$ cat src/rtl/commit_mem_store_buffer_pkg.sv
// Shared definitions for the commit-to-memory store buffer: access width codes
// and default store-entry field widths.
package commit_mem_store_buffer_pkg;

    localparam int LSWIDTH_W = 2;
    typedef logic [LSWIDTH_W-1:0] lswidth_t;

    // Codes already understood by the AXI write controller.
    localparam lswidth_t LSWIDTH_BYTE = 2'd0;
    localparam lswidth_t LSWIDTH_HALF = 2'd1;
    localparam lswidth_t LSWIDTH_WORD = 2'd2;

    localparam int ST_DEPTH  = 8;
    localparam int ST_ADDR_W = 32;
    localparam int ST_DATA_W = 32;
    localparam int ST_STRB_W = ST_DATA_W / 8;

endpackage

$ cat src/rtl/commit_mem_store_buffer_match.sv
// Word-address hazard comparator: flags any valid entry, or the incoming store,
// whose address falls in the same 32-bit word as the query.
module commit_mem_store_buffer_match #(
    parameter int DEPTH  = 8,
    parameter int ADDR_W = 32
) (
    input  logic [ADDR_W-1:0]             query_addr,
    input  logic [DEPTH-1:0][ADDR_W-1:0]  entry_addr,
    input  logic [DEPTH-1:0]              entry_valid,
    input  logic [ADDR_W-1:0]             new_addr,
    input  logic                          new_valid,
    output logic                          hit
);

    // Byte-offset bits are masked out so only the word address participates.
    localparam logic [ADDR_W-1:0] WORD_MASK = ~ADDR_W'(3);

    // NOTE: every output of a combinational block gets a default before any
    // conditional update, so no path leaves it unassigned and no latch is inferred.
    always_comb begin
        hit = new_valid && (((query_addr ^ new_addr) & WORD_MASK) == '0);
        for (int i = 0; i < DEPTH; i++) begin
            if (entry_valid[i] && (((query_addr ^ entry_addr[i]) & WORD_MASK) == '0)) begin
                hit = 1'b1;
            end
        end
    end

endmodule

$ cat src/rtl/commit_mem_store_buffer.sv
// In-order FIFO of retired stores feeding the AXI write controller, with a
// word-granular read-after-write query port for the load path.
module commit_mem_store_buffer
    import commit_mem_store_buffer_pkg::*;
#(
    parameter int DEPTH  = ST_DEPTH,
    parameter int ADDR_W = ST_ADDR_W,
    parameter int DATA_W = ST_DATA_W
) (
    input  logic                clk,
    input  logic                reset,
    input  logic                i_st_valid,
    output logic                o_st_ready,
    input  logic [ADDR_W-1:0]   i_st_addr,
    input  logic [DATA_W/8-1:0] i_st_strb,
    input  lswidth_t            i_st_lswidth,
    input  logic [DATA_W-1:0]   i_st_data,
    input  logic                i_st_uncached,
    output logic                o_wbmem_valid,
    output logic [ADDR_W-1:0]   o_wbmem_addr,
    output logic [DATA_W/8-1:0] o_wbmem_strb,
    output lswidth_t            o_wbmem_lswidth,
    output logic [DATA_W-1:0]   o_wbmem_data,
    output logic                o_wbmem_uncached,
    input  logic                i_wbmem_en,
    input  logic [ADDR_W-1:0]   i_query_addr,
    output logic                o_query_hit,
    output logic                o_empty
);

    localparam int PTR_W  = $clog2(DEPTH);
    localparam int CNT_W  = $clog2(DEPTH + 1);
    localparam int STRB_W = DATA_W / 8;

    logic [PTR_W-1:0] rd_ptr, wr_ptr;
    logic [CNT_W-1:0] count;
    logic             full, push, pop;

    logic [DEPTH-1:0][ADDR_W-1:0] addr_mem;
    logic [DEPTH-1:0][STRB_W-1:0] strb_mem;
    logic [DEPTH-1:0][DATA_W-1:0] data_mem;
    lswidth_t                     lsw_mem [DEPTH];
    logic [DEPTH-1:0]             unc_mem;

    // Occupancy comes only from count; pointers are equal both when empty and full.
    assign full          = (count == CNT_W'(DEPTH));
    assign o_empty       = (count == '0);
    assign o_st_ready    = ~full;
    assign o_wbmem_valid = ~o_empty;
    assign push          = i_st_valid && o_st_ready;
    assign pop           = o_wbmem_valid && i_wbmem_en;

    // NOTE: sequential state uses non-blocking assignments so every register
    // samples pre-edge values regardless of statement order.
    always_ff @(posedge clk) begin
        if (reset) begin
            rd_ptr <= '0;
            wr_ptr <= '0;
            count  <= '0;
        end else begin
            if (push) wr_ptr <= wr_ptr + PTR_W'(1);
            if (pop)  rd_ptr <= rd_ptr + PTR_W'(1);
            case ({push, pop})
                2'b10:   count <= count + CNT_W'(1);
                2'b01:   count <= count - CNT_W'(1);
                default: count <= count;
            endcase
        end
    end

    // NOTE: payload storage is deliberately not reset; an entry is only
    // observed once count covers it, so stale contents are never visible.
    always_ff @(posedge clk) begin
        if (push) begin
            addr_mem[wr_ptr] <= i_st_addr;
            strb_mem[wr_ptr] <= i_st_strb;
            lsw_mem[wr_ptr]  <= i_st_lswidth;
            data_mem[wr_ptr] <= i_st_data;
            unc_mem[wr_ptr]  <= i_st_uncached;
        end
    end

    // Head is read straight from storage and holds until popped.
    assign o_wbmem_addr     = addr_mem[rd_ptr];
    assign o_wbmem_strb     = strb_mem[rd_ptr];
    assign o_wbmem_lswidth  = lsw_mem[rd_ptr];
    assign o_wbmem_data     = data_mem[rd_ptr];
    assign o_wbmem_uncached = unc_mem[rd_ptr];

    // A slot is live when its distance from the head is below the occupancy.
    logic [PTR_W-1:0] offset [DEPTH];
    logic [DEPTH-1:0] entry_valid;

    always_comb begin
        entry_valid = '0;
        for (int i = 0; i < DEPTH; i++) begin
            offset[i]      = PTR_W'(i) - rd_ptr;
            entry_valid[i] = (CNT_W'(offset[i]) < count) && (strb_mem[i] != '0);
        end
    end

    commit_mem_store_buffer_match #(
        .DEPTH  (DEPTH),
        .ADDR_W (ADDR_W)
    ) u_match (
        .query_addr  (i_query_addr),
        .entry_addr  (addr_mem),
        .entry_valid (entry_valid),
        .new_addr    (i_st_addr),
        .new_valid   (push && (i_st_strb != '0)),
        .hit         (o_query_hit)
    );

endmodule

$ cat config.mk
export PLATFORM = sky130hd
export DESIGN_NAME = commit_mem_store_buffer
export DESIGN_NICKNAME = d
export VERILOG_FILES = /design/src/rtl/commit_mem_store_buffer_pkg.sv /design/src/rtl/commit_mem_store_buffer_match.sv /design/src/rtl/commit_mem_store_buffer.sv
export SDC_FILE = /design/constraint.sdc
export NUM_CORES = 1
export LEC_CHECK = 0
export BUFFER_PORTS_ARGS = -buffer_cell sky130_fd_sc_hd__buf_2
export CAP_MARGIN = 20
export CORE_MARGIN = 1.5
export CORE_UTILIZATION = 55
export DETAILED_ROUTE_END_ITERATION = 10
export GPL_TIMING_DRIVEN = 0
export PLACE_DENSITY = 0.76
export SYNTH_ARGS = -nofsm -noshare
export SYNTH_HDL_FRONTEND = slang
export SYNTH_SLANG_ARGS = --single-unit
$ cat constraint.sdc
create_clock -name clk -period 7.5 [get_ports clk]
set_input_delay 0.375 -clock clk [delete_from_list [all_inputs] [get_ports clk]]
set_output_delay 0.375 -clock clk [all_outputs]
set_load 0.05 [all_outputs]
==> metrics <==
nets@finish=1882; TritonCTS clock tree=built; layout cells sized above 1=27.8%; class of the worst hold path=input pin to flop; Area Growth Syn to Fin=16.4%; main combinational cell family by area after synthesis=multiplexers; Die Ht=219 um; PwrDens=300 nW/um2; routability cong.=0.988; worst reg2reg endpoint=data_mem[157]; first-pass GRT wire length=102000 um; Synth area leaders=edfxtp_1 66%, mux4_2 12%, xor2_1 5.2%, xnor2_1 4.3%, nand2_1 3.1%; CP Buf/Inv Count=6; final core occ=65.4%; routed via count=15000; Die X=219 um; post-CTS setup buffers=0; Commonest cells post-synth=568 x edfxtp_1, 214 x nand2_1, 153 x xor2_1; Cells after Synth=1491; Reg2Reg Setup Slack=4210 ps; Initial Util=56.2%; CP peak stage delay=610 ps; Final ANT Viol Nets=0; WL/cell=29.7 um; placed inst area=27900 um2; Final Hold Fails=0; Port Buffers=149; Syn Nets=1617; CTS clock-pin slew for the worst setup and hold paths=60 ps; P_sw=2.76 mW; worst-path cell chain=clkbuf_1 -> buf_2 -> buf_1 -> inv_1 -> ha_1 -> inv_1 -> ha_1 -> a21o_1 -> a21oi_1 -> nor2_1 -> nor4_1 -> a2111oi_0 -> o2111ai_1 -> buf_2; top cell type by total area after synthesis=edfxtp_1; hold path start=i_st_data[5]; crit path kind=flop to primary output; Worst path slowest cell=buf_1; Die ar.=47900 um2; DP HPWL=50900 um; gr usage total=30.4%; CP endpoint kind=primary output; clk buf depth=3; root buffer cell=clkbuf_16; sequential area share after synthesis=67.5%; clk sinks=581; post-synth top area share=66.5%; core footprint=45700 um2; clock power share=32.7%; Synth Flop Type=edfxtp_1; Int Power=6.19 mW; Period minus WS final=5390 ps; VDD IR max=0.256 mV; Flop pwr share=42.7%; flop and latch count out of synthesis=581; unrepaired setup endpoints after global routing=no; FFs w/ async S/R, synth=0%; initial antenna violation count=7; Placed Instances=2290; Req. time, crit path=7120 ps; final worst-path cycle share=71.9%; Layout Cells excl Fill=2406; grt ovf=0; final setup skew=25.9 ps; worst r2r src=count[2]; pre-CTS WS=2950 ps; number of synthesized flops with an enable pin=568; DR pass1 iterations=5; endpoints failing setup=0; Synth Area in Compound Gates=0.717%; Post-Synth Adder-Cell Area=0.956%; Max Freq=185 MHz; multiplexer area fraction after synthesis=12.6%; Iteration-0 DRC Markers=2095; count leader, synth=edfxtp_1; XOR/XNOR share of the synthesized area=9.59%; Synth Area in Simple Gates=6.60%; WHS Path Cells=1; largest net degree at the start of global routing=25; critical path peak fanout=10; static leakage=10.1 nW; IO Pins=182; Worst Tran Pin Value=1100 ps; routed wire length=71400 um; synthesized area per cell=17.2 um2; CP arrival=5020 ps; slew margin rel.=26.6%; max cap viols=0; Endpoint, Worst Hold=data_mem[133]; yosys warns=0; critical path startpoint category=flop; cell area after synthesis=25700 um2; Power Total=8.95 mW; final-report max-slew violation count=0; DR vias/cell=6.24; DRC errors left=0; status=completed; Std-Cell Rows=78; reg2reg path depth=8; final instance area=29900 um2; Distinct cells, synth=43; Logic pwr share=24.6%; CTS H-Tree Depth=2; post-route worst setup slack=2110 ps; cell family with the largest share of critical-path delay=buffers and inverters; vias in the first global route=15000; number of CTS-inserted buffers=57; sw frac=30.8%; Skew-Pair Late Insertion Delay=630 ps
## worst max-delay path by stage
stage / startpoint / to / slack, ps / cells after the start
after floorplan: count[2] / addr_mem[128] / 670 / 4
after global placement: count[2] / data_mem[92] / -4270 / 4
after detailed placement: rd_ptr[1] / o_query_hit / 2950 / 14
after CTS: rd_ptr[1] / o_query_hit / 2210 / 14
after global routing: rd_ptr[1] / o_query_hit / 2070 / 14
final: rd_ptr[1] / o_query_hit / 2110 / 14
## registers in the layout, summed over array words and instances, names as in the netlist, named ones only
| name | count |
|---|---|
| unc_mem | 8 |
| addr_mem | 256 |
| count | 4 |
| data_mem | 256 |
| rd_ptr | 3 |
| lsw_mem | 16 |
| strb_mem | 32 |
| wr_ptr | 3 |
## cell usage in the layout (no fill, tap or decap), drive strengths merged
cell type,synthesis,final
edfxtp,568,568
diode,0,3
clkinv,0,28
xnor2,126,126
or2,1,1
mux4,142,142
dlygate4sd3,0,7
nand2b,3,3
inv,14,16
fa,1,1
xor2,154,154
buf,54,253
a22oi,1,1
a21boi,1,1
nand3,3,3
a2111oi,1,1
or3,1,1
o2111ai,1,1
mux2i,1,1
nor2b,1,1
dfxtp,13,13
o41ai,4,4
o21bai,1,1
a31oi,1,1
or4,2,2
clkinvlp,0,1
nor3,9,9
nand2,214,214
bufinv,0,9
mux2,2,2
o21ai,2,2
nor4,52,52
nand4,40,40
a21oi,14,14
a21o,3,3
clkbuf,24,90
nor2,19,19
ha,18,18
## power by group through the flow
stage | clock [mW] | sequential, mW | combinational (mW)
2_1_floorplan | 0 | 3.88 | 1.53
3_3_place_gp | 0 | 3.92 | 2.10
3_5_place_dp | 0 | 3.89 | 2.18
4_1_cts | 2.95 | 3.82 | 2.20
5_1_grt | 3.06 | 3.83 | 2.31
6_report | 2.93 | 3.82 | 2.20
## through the flow
step                TNS (ps)  hold WS, ps
floorplan                  0          444
global placement    -1363220          520
detailed placement         0          548
CTS                        0         1.84
global route               0         18.9
finish                     0         24.6
## layer usage
metal  share of wire, %  routed length, um  track usage (%)  up-vias
met5              0.087                 62                0        -
met4                4.6               3300             13.7       10
met3                 11               7560             6.20      171
met2                 47              33200             46.5      923
met1                 38              27300             42.6     7630
li1                   -                  -                -     6270
## worst reg2reg max path: cells and delay by family, from the launching register on
| family | cells | cell delay [ps] |
|---|---|---|
| buffers and inverters | 5 | 1010 |
| DFF | 1 | 380 |
| and+or+nand+nor | 3 | 1610 |
## repair_timing
action | in CTS | in global routing
resized for setup | 0 | 0
endpoints found under the hold margin | 43 | 0
hold buffers | 7 | 0
## kinds of logic after synthesis
group                    after synthesis
flip-flops                           581
AND/OR/NAND/NOR                      345
XOR/XNOR                             280
multiplexers                         145
buffers and inverters                 92
AO/OA/AOI/OAI                         29
adder cells (fa/ha/maj)               19
## layout make-up
class | count | area [um2]
multi-input combinational | 818 | 7870
fill | 3137 | 15800
sequential | 581 | 17300
timing repair buffer | 206 | 1500
antenna | 3 | 7.51
inverter | 14 | 52.6
tap | 600 | 751
clock buffer | 66 | 1460
clock inverter | 40 | 447
buffer | 78 | 468
Power figures use the tool's default switching activity.
